<file path="config.mk">
export PLATFORM = sky130hd
export DESIGN_NAME = inst_cache_req_arb
export DESIGN_NICKNAME = d
export VERILOG_FILES = /design/src/rtl/inst_cache_req_arb.sv
export SDC_FILE = /design/constraint.sdc
export NUM_CORES = 1
export LEC_CHECK = 0
export ABC_AREA = 0
export ABC_CLOCK_PERIOD_IN_PS = 4730
export CAP_MARGIN = 20
export CORE_UTILIZATION = 38
export DETAILED_ROUTE_END_ITERATION = 6
export GPL_TIMING_DRIVEN = 0
export HOLD_SLACK_MARGIN = 0.12
export PLACE_DENSITY = 0.88
export SLEW_MARGIN = 10
export SYNTH_ARGS = -nofsm -noshare
export SYNTH_HDL_FRONTEND = slang
export SYNTH_SLANG_ARGS = --single-unit
</file>
<file path="constraint.sdc">
create_clock -name clk -period 4.73 [get_ports clk]
set_input_delay 1.419 -clock clk [delete_from_list [all_inputs] [get_ports clk]]
set_output_delay 1.419 -clock clk [all_outputs]
set_load 0.01 [all_outputs]
</file>
<file path="src/rtl/inst_cache_req_arb.sv">
// inst_cache_req_arb: shares the inst-cache request port between preIF fetch (id 0) and CACHE maintenance (id 1).
// Optional macro INST_ARB_RR_EN: round-robin tie-break instead of maintenance-first fixed priority.
module inst_cache_req_arb #(
    parameter int OUTS_DEPTH = 4,
    parameter int OUTS_AW    = 2
) (
    input  logic        clk,
    input  logic        reset,
    input  logic        fs_req,
    input  logic        fs_uncache,
    input  logic [19:0] fs_tag,
    input  logic [7:0]  fs_index,
    input  logic [3:0]  fs_offset,
    output logic        fs_addr_ok,
    output logic        fs_data_ok,
    output logic [31:0] fs_rdata,
    input  logic        mt_req,
    input  logic [2:0]  mt_op,
    input  logic [19:0] mt_tag,
    input  logic [7:0]  mt_index,
    input  logic [3:0]  mt_offset,
    output logic        mt_addr_ok,
    output logic        mt_data_ok,
    input  logic        flush,
    output logic        ic_valid,
    output logic [2:0]  ic_op,
    output logic        ic_uncache,
    output logic [19:0] ic_tag,
    output logic [7:0]  ic_index,
    output logic [3:0]  ic_offset,
    input  logic        ic_addr_ok,
    input  logic        ic_data_ok,
    input  logic [31:0] ic_rdata
);
    typedef enum logic {IDLE = 1'b0, HOLD = 1'b1} state_e;

    localparam logic [OUTS_AW:0]   FULL_C    = (OUTS_AW+1)'(OUTS_DEPTH);
    localparam logic [OUTS_AW:0]   CNT_ONE_C = (OUTS_AW+1)'(1);
    localparam logic [OUTS_AW-1:0] PTR_ONE_C = OUTS_AW'(1);

    state_e             state_r, state_nxt_s;
    logic [OUTS_AW:0]   count_r;
    logic [OUTS_AW-1:0] wptr_r, rptr_r;
    logic               fifo_id_r     [OUTS_DEPTH];
    logic               fifo_cancel_r [OUTS_DEPTH];

    logic [2:0]  hold_op_r;
    logic        hold_uncache_r;
    logic [19:0] hold_tag_r;
    logic [7:0]  hold_index_r;
    logic [3:0]  hold_offset_r;
    logic        hold_id_r;
    logic        hold_cancel_r;

    logic        full_s, win_id_s, push_s, pop_s, head_id_s, head_cancel_s;
    logic        req_valid_s, req_id_s, req_cancel_s, req_uncache_s;
    logic [2:0]  req_op_s;
    logic [19:0] req_tag_s;
    logic [7:0]  req_index_s;
    logic [3:0]  req_offset_s;

`ifdef INST_ARB_RR_EN
    logic last_win_r;

    // Remember which requester was pushed last so the other one wins the next tie
    always_ff @(posedge clk or posedge reset) begin
        if (reset) begin
            last_win_r <= 1'b1;
        end else if (push_s) begin
            last_win_r <= req_id_s;
        end
    end
`endif

    assign full_s        = (count_r == FULL_C);
    assign head_id_s     = fifo_id_r[rptr_r];
    assign head_cancel_s = fifo_cancel_r[rptr_r];
    assign push_s        = req_valid_s & ic_addr_ok;
    assign pop_s         = ic_data_ok & (count_r != {(OUTS_AW+1){1'b0}});

    // Tie-break between the two requesters
    always_comb begin
        win_id_s = 1'b0;
        if (mt_req && fs_req) begin
`ifdef INST_ARB_RR_EN
            win_id_s = ~last_win_r;
`else
            win_id_s = 1'b1;
`endif
        end else if (mt_req) begin
            win_id_s = 1'b1;
        end else begin
            win_id_s = 1'b0;
        end
    end

    // Select the request currently presented to the cache: live winner in IDLE, held copy in HOLD
    always_comb begin
        req_valid_s   = 1'b0;
        req_id_s      = 1'b0;
        req_cancel_s  = 1'b0;
        req_op_s      = 3'b000;
        req_uncache_s = 1'b0;
        req_tag_s     = 20'h00000;
        req_index_s   = 8'h00;
        req_offset_s  = 4'h0;
        case (state_r)
            IDLE: begin
                if (!full_s && (fs_req || mt_req)) begin
                    req_valid_s = 1'b1;
                    req_id_s    = win_id_s;
                    if (win_id_s) begin
                        req_op_s     = mt_op;
                        req_tag_s    = mt_tag;
                        req_index_s  = mt_index;
                        req_offset_s = mt_offset;
                    end else begin
                        // a fetch granted during flush is already stale
                        req_uncache_s = fs_uncache;
                        req_tag_s     = fs_tag;
                        req_index_s   = fs_index;
                        req_offset_s  = fs_offset;
                        req_cancel_s  = flush;
                    end
                end else begin
                    req_valid_s = 1'b0;
                end
            end
            HOLD: begin
                req_valid_s   = 1'b1;
                req_id_s      = hold_id_r;
                req_op_s      = hold_op_r;
                req_uncache_s = hold_uncache_r;
                req_tag_s     = hold_tag_r;
                req_index_s   = hold_index_r;
                req_offset_s  = hold_offset_r;
                req_cancel_s  = hold_cancel_r | (flush & ~hold_id_r);
            end
            default: begin
                req_valid_s = 1'b0;
            end
        endcase
    end

    // FSM state register
    always_ff @(posedge clk or posedge reset) begin
        if (reset) begin
            state_r <= IDLE;
        end else begin
            state_r <= state_nxt_s;
        end
    end

    // FSM next state: park in HOLD while the cache has not accepted the granted request
    always_comb begin
        state_nxt_s = state_r;
        case (state_r)
            IDLE: begin
                if (req_valid_s && !ic_addr_ok) begin
                    state_nxt_s = HOLD;
                end else begin
                    state_nxt_s = IDLE;
                end
            end
            HOLD: begin
                if (ic_addr_ok) begin
                    state_nxt_s = IDLE;
                end else begin
                    state_nxt_s = HOLD;
                end
            end
            default: state_nxt_s = IDLE;
        endcase
    end

    // FSM outputs: cache request and per-owner handshakes, forced low while reset is asserted
    always_comb begin
        ic_valid   = 1'b0;
        ic_op      = 3'b000;
        ic_uncache = 1'b0;
        ic_tag     = 20'h00000;
        ic_index   = 8'h00;
        ic_offset  = 4'h0;
        fs_addr_ok = 1'b0;
        mt_addr_ok = 1'b0;
        fs_data_ok = 1'b0;
        mt_data_ok = 1'b0;
        fs_rdata   = 32'h0000_0000;
        if (reset) begin
            ic_valid = 1'b0;
        end else begin
            ic_valid   = req_valid_s;
            ic_op      = req_op_s;
            ic_uncache = req_uncache_s;
            ic_tag     = req_tag_s;
            ic_index   = req_index_s;
            ic_offset  = req_offset_s;
            fs_addr_ok = push_s & ~req_id_s & ~req_cancel_s;
            mt_addr_ok = push_s & req_id_s;
            mt_data_ok = pop_s & head_id_s;
            fs_data_ok = pop_s & ~head_id_s & ~head_cancel_s & ~flush;
            if (fs_data_ok) begin
                fs_rdata = ic_rdata;
            end else begin
                fs_rdata = 32'h0000_0000;
            end
        end
    end

    // Hold register: captures the request on a refused grant and tracks flush while waiting
    always_ff @(posedge clk or posedge reset) begin
        if (reset) begin
            hold_op_r      <= 3'b000;
            hold_uncache_r <= 1'b0;
            hold_tag_r     <= 20'h00000;
            hold_index_r   <= 8'h00;
            hold_offset_r  <= 4'h0;
            hold_id_r      <= 1'b0;
            hold_cancel_r  <= 1'b0;
        end else if (req_valid_s && !ic_addr_ok) begin
            hold_op_r      <= req_op_s;
            hold_uncache_r <= req_uncache_s;
            hold_tag_r     <= req_tag_s;
            hold_index_r   <= req_index_s;
            hold_offset_r  <= req_offset_s;
            hold_id_r      <= req_id_s;
            hold_cancel_r  <= req_cancel_s;
        end
    end

    // Outstanding FIFO: in-order {id, cancel}; flush marks every queued fetch stale
    always_ff @(posedge clk or posedge reset) begin
        if (reset) begin
            wptr_r <= '0;
            rptr_r <= '0;
            for (int i = 0; i < OUTS_DEPTH; i++) begin
                fifo_id_r[i]     <= 1'b0;
                fifo_cancel_r[i] <= 1'b0;
            end
        end else begin
            for (int i = 0; i < OUTS_DEPTH; i++) begin
                fifo_cancel_r[i] <= fifo_cancel_r[i] | (flush & ~fifo_id_r[i]);
            end
            if (push_s) begin
                fifo_id_r[wptr_r]     <= req_id_s;
                fifo_cancel_r[wptr_r] <= req_cancel_s;
                wptr_r                <= wptr_r + PTR_ONE_C;
            end
            if (pop_s) begin
                rptr_r <= rptr_r + PTR_ONE_C;
            end
        end
    end

    // Occupancy counter
    always_ff @(posedge clk or posedge reset) begin
        if (reset) begin
            count_r <= '0;
        end else begin
            case ({push_s, pop_s})
                2'b10:   count_r <= count_r + CNT_ONE_C;
                2'b01:   count_r <= count_r - CNT_ONE_C;
                default: count_r <= count_r;
            endcase
        end
    end
endmodule
</file>
==> flow_summary.ini <==
[die]
core_area_um2 = 9950
design.die.area_um2 = 10800
num_rows = 36
die-width_um = 104
die_h_um = 104
io_pins = 180
initial_utilization_pct = 39.8

[cells_and_area]
nNetsFinal = 684
area_delta_synth_final_pct = 55.4
diodes = 0
final_util_pct = 61.9
final_cell_area_um2 = 6160
fillers = 791
layout-drive-gt1-share_pct = 27.4

[worst_setup_path]
cp_cell_sequence = dlygate4sd2_1 > buf_4 > or3_4 > nand3_2 > buf_4 > nor2_1 > clkdlybuf4s50_1
rr_endpoint = count_r[2]
end_kind = output pin
r2r_cells = 8
worst-path-max-fanout = 10
crit_start = mt_req
crit_type = primary input to output pin
critPathCapture = ic_index[6]
critPathRequiredTime_ps = 3310
crit_path_max_incr_delay_ps = 510
critPathSlowestCell = clkdlybuf4s50_1
rrSetupSlack_ps = 2030
path_common_cell = buf_4
arrival_ps = 3220
r2r-start = count_r[0]
cp-start-kind = primary input

[run]
drv_cap = 0

[timing]
worst_slew_pin_slew_ps = 648
min_period_ps = 4640
slew_viol_final = 0
rsz0062_at_grt = false
hold_viol_final = 0
setup_violations = 0
hold_ws_ps = 501
fin_crit_sh_pct = 98.1
skew_ps = 13.2
maxSlewHeadroom_pct = 56.8
worst_slack_ps = 89.0
max_freq_ghz = 0.215

[clocking]
cts_tree = yes
clock-sinks = 54
clock_path_buffers = 2
clk_latency_ps = 320
h-tree-depth = 2
root_buffer = clkbuf_8
cts.clk_slew.worst_paths_ps = 100
cts_inserted_buffers = 5

[placed_design]
hpwl_um = 8650
portBuffers = 178
place_area_um2 = 5940
gp_congestion = 0.776
place_ws_ps = -887

[yosys]
synth_top_family_by_area = multiplexers
synth.ff_latch_count = 54
yosys_warnings = 0
ys_seq_area_share_pct = 34.1
synth_fa_ha_area_share_pct = 2.08
synth_cells = 380
synth_edf_count = 0
synth_area_um2 = 3960
yosys-mux-area-fraction_pct = 29.1
synth_cell_types = 43
synthSimpleGateAreaFrac_pct = 20.4
synthXorXnorAreaFrac_pct = 1.33
synthFlopType = dfrtp_1
synth_compound_area_share_pct = 4.48
avgSynthCellArea_um2 = 10.4
synth_async_sr_flop_share_pct = 100
syn_nets = 493

[outcome]
status = finished, final reports clean

[power]
power_density_nw_per_um2 = 370
p_comb_share_pct = 50.4
vdd_drop_max_mv = 0.203
intPower_w = 0.00145
p_sw_share_pct = 36.4
p_switching_w = 0.000831
p_seq_share_pct = 35.7
clkPwrFrac_pct = 13.9
leakage_nw = 2.62

[global_route]
grt-busiest-layer = met2
grt_pass1_vias = 3806
antenna_found_initial = 0
grt_pass1_wl_um = 18700
grt_use_met2_pct = 38.1
grt_max_degree = 35
grt_usage_pct = 21.2
use_met3_pct = 5.39
use_met1_pct = 25.1
grt.overflow.total = 0

[routing]
antenna_left = 0
wl_per_cell_um = 15.7
num_vias = 3602
drc = 0
drt_iter0_drc = 157
via_per_inst = 5.11
wl_um = 11000
drt_pre_antenna_iters = 4

[worst_hold_path]
hold_class = register to register
==> cell type report <==
class | count | area (um^2) | area share (%)
timing repair inverter | 1 | 5.00 | 0.0812
tap | 133 | 166 | 2.70
clock inverter | 2 | 37.5 | 0.609
sequential | 54 | 1350 | 21.9
clock buffer | 6 | 72.6 | 1.18
buffer | 29 | 210 | 3.41
inverter | 47 | 180 | 2.92
timing repair buffer | 184 | 1840 | 29.9
multi-input combinational | 249 | 2290 | 37.2
==> power groups by stage <==
stage / sequential, W / clock (W) / combinational [W]
finish: 0.000814 / 0.000317 / 0.00115
global placement: 0.000797 / 0 / 0.00110
floorplan: 0.000770 / 0 / 0.000762
detailed placement: 0.000820 / 0 / 0.00114
global route: 0.000845 / 0.000339 / 0.00125
CTS: 0.000811 / 0.000321 / 0.00116
==> registers in the layout (all words and copies together) (netlist names) <==
signal and cells:
hold_tag_r 20, hold_index_r 8, fifo_cancel_r 4, fifo_id_r 4
hold_offset_r 4, count_r 3, hold_op_r 3, rptr_r 2
wptr_r 2, hold_cancel_r 1, hold_id_r 1, hold_uncache_r 1
state_r 1
==> kinds of logic after synthesis <==
logic type / after synthesis
flip-flops: 54
AO/OA/AOI/OAI: 24
AND/OR/NAND/NOR: 109
buffers and inverters: 77
XOR/XNOR: 6
adder cells (fa/ha/maj): 6
multiplexers: 104
==> repair_timing <==
action | in CTS | in global routing
endpoints found under the setup margin | 73 | 30
hold buffers | 0 | 0
buffers inserted | 4 | 0
gates resized for setup | 36 | 14
cloned | 2 | 0
==> worst min path at each step <==
| stage | slack, ps | startpoint | to | cells past startpoint |
|---|---|---|---|---|
| floorplan | 460 | hold_tag_r[10] | hold_tag_r[10] | 1 |
| global placement | 470 | hold_tag_r[10] | hold_tag_r[10] | 1 |
| detailed placement | 480 | hold_tag_r[10] | hold_tag_r[10] | 1 |
| CTS | 510 | hold_tag_r[10] | hold_tag_r[10] | 1 |
| global route | 530 | hold_tag_r[10] | hold_tag_r[10] | 1 |
| finish | 500 | hold_tag_r[10] | hold_tag_r[10] | 1 |
==> cells in the final DEF (no fill, tap or decap), types with 5 or more instances in the layout <==
cell,n
nand2_1,10
dlygate4sd2_1,8
nor2_1,33
clkbuf_8,5
nand2b_1,5
buf_4,9
mux2_2,69
nor4_2,27
ha_1,5
buf_6,8
dfrtp_1,54
nor3_1,6
a31oi_1,7
dlymetal6s2s_1,5
buf_2,12
clkdlybuf4s50_1,164
mux2i_1,32
inv_1,46
==> Yosys cell counts (2+ instances only) <==
master | count | area [um^2]
nand2b_1 | 5 | 31.3
dfrtp_1 | 54 | 1350
inv_1 | 47 | 176
o21ai_0 | 2 | 10.0
o311a_1 | 4 | 40.0
xnor2_1 | 3 | 26.3
and2_1 | 2 | 12.5
ha_1 | 5 | 62.6
nor3_1 | 7 | 35.0
mux4_2 | 2 | 45.0
buf_1 | 3 | 11.3
buf_2 | 16 | 80.1
nand2_1 | 11 | 41.3
nor2b_1 | 2 | 12.5
mux2_2 | 69 | 777
a21oi_1 | 4 | 20.0
nand3_1 | 2 | 10.0
a31oi_1 | 7 | 43.8
nor4_1 | 4 | 25.0
nor4_2 | 27 | 338
nor2_1 | 33 | 124
clkbuf_1 | 7 | 26.3
xor2_1 | 3 | 26.3
o2bb2ai_1 | 3 | 26.3
mux2i_1 | 32 | 320
or3b_2 | 4 | 35.0
buf_6 | 4 | 45.0
nor4_4 | 3 | 63.8
==> layer usage <==
| layer | routed length (um) | vias to the layer above | part of all wire [%] |
|---|---|---|---|
| li1 | - | 1707 | - |
| met1 | 4510 | 1710 | 41 |
| met2 | 5480 | 171 | 50 |
| met3 | 893 | 14 | 8.1 |
| met4 | 159 | 0 | 1.4 |
| met5 | 0 | - | 0 |
==> worst max-delay path: cells and delay by family <==
kind / cells / cell delay [ps]
buf+inv: 4 / 1190
simple gates: 3 / 620
==> stage by stage <==
step / TNS [ps] / power (W) / instances
floorplan: 0 / 0.00153 / 380
global placement: -91140 / 0.00189 / 691
detailed placement: -51650 / 0.00196 / 692
CTS: 0 / 0.00229 / 706
global route: 0 / 0.00243 / 705
finish: 0 / 0.00228 / 705
No activity file was read; power rests on OpenSTA's default activity.
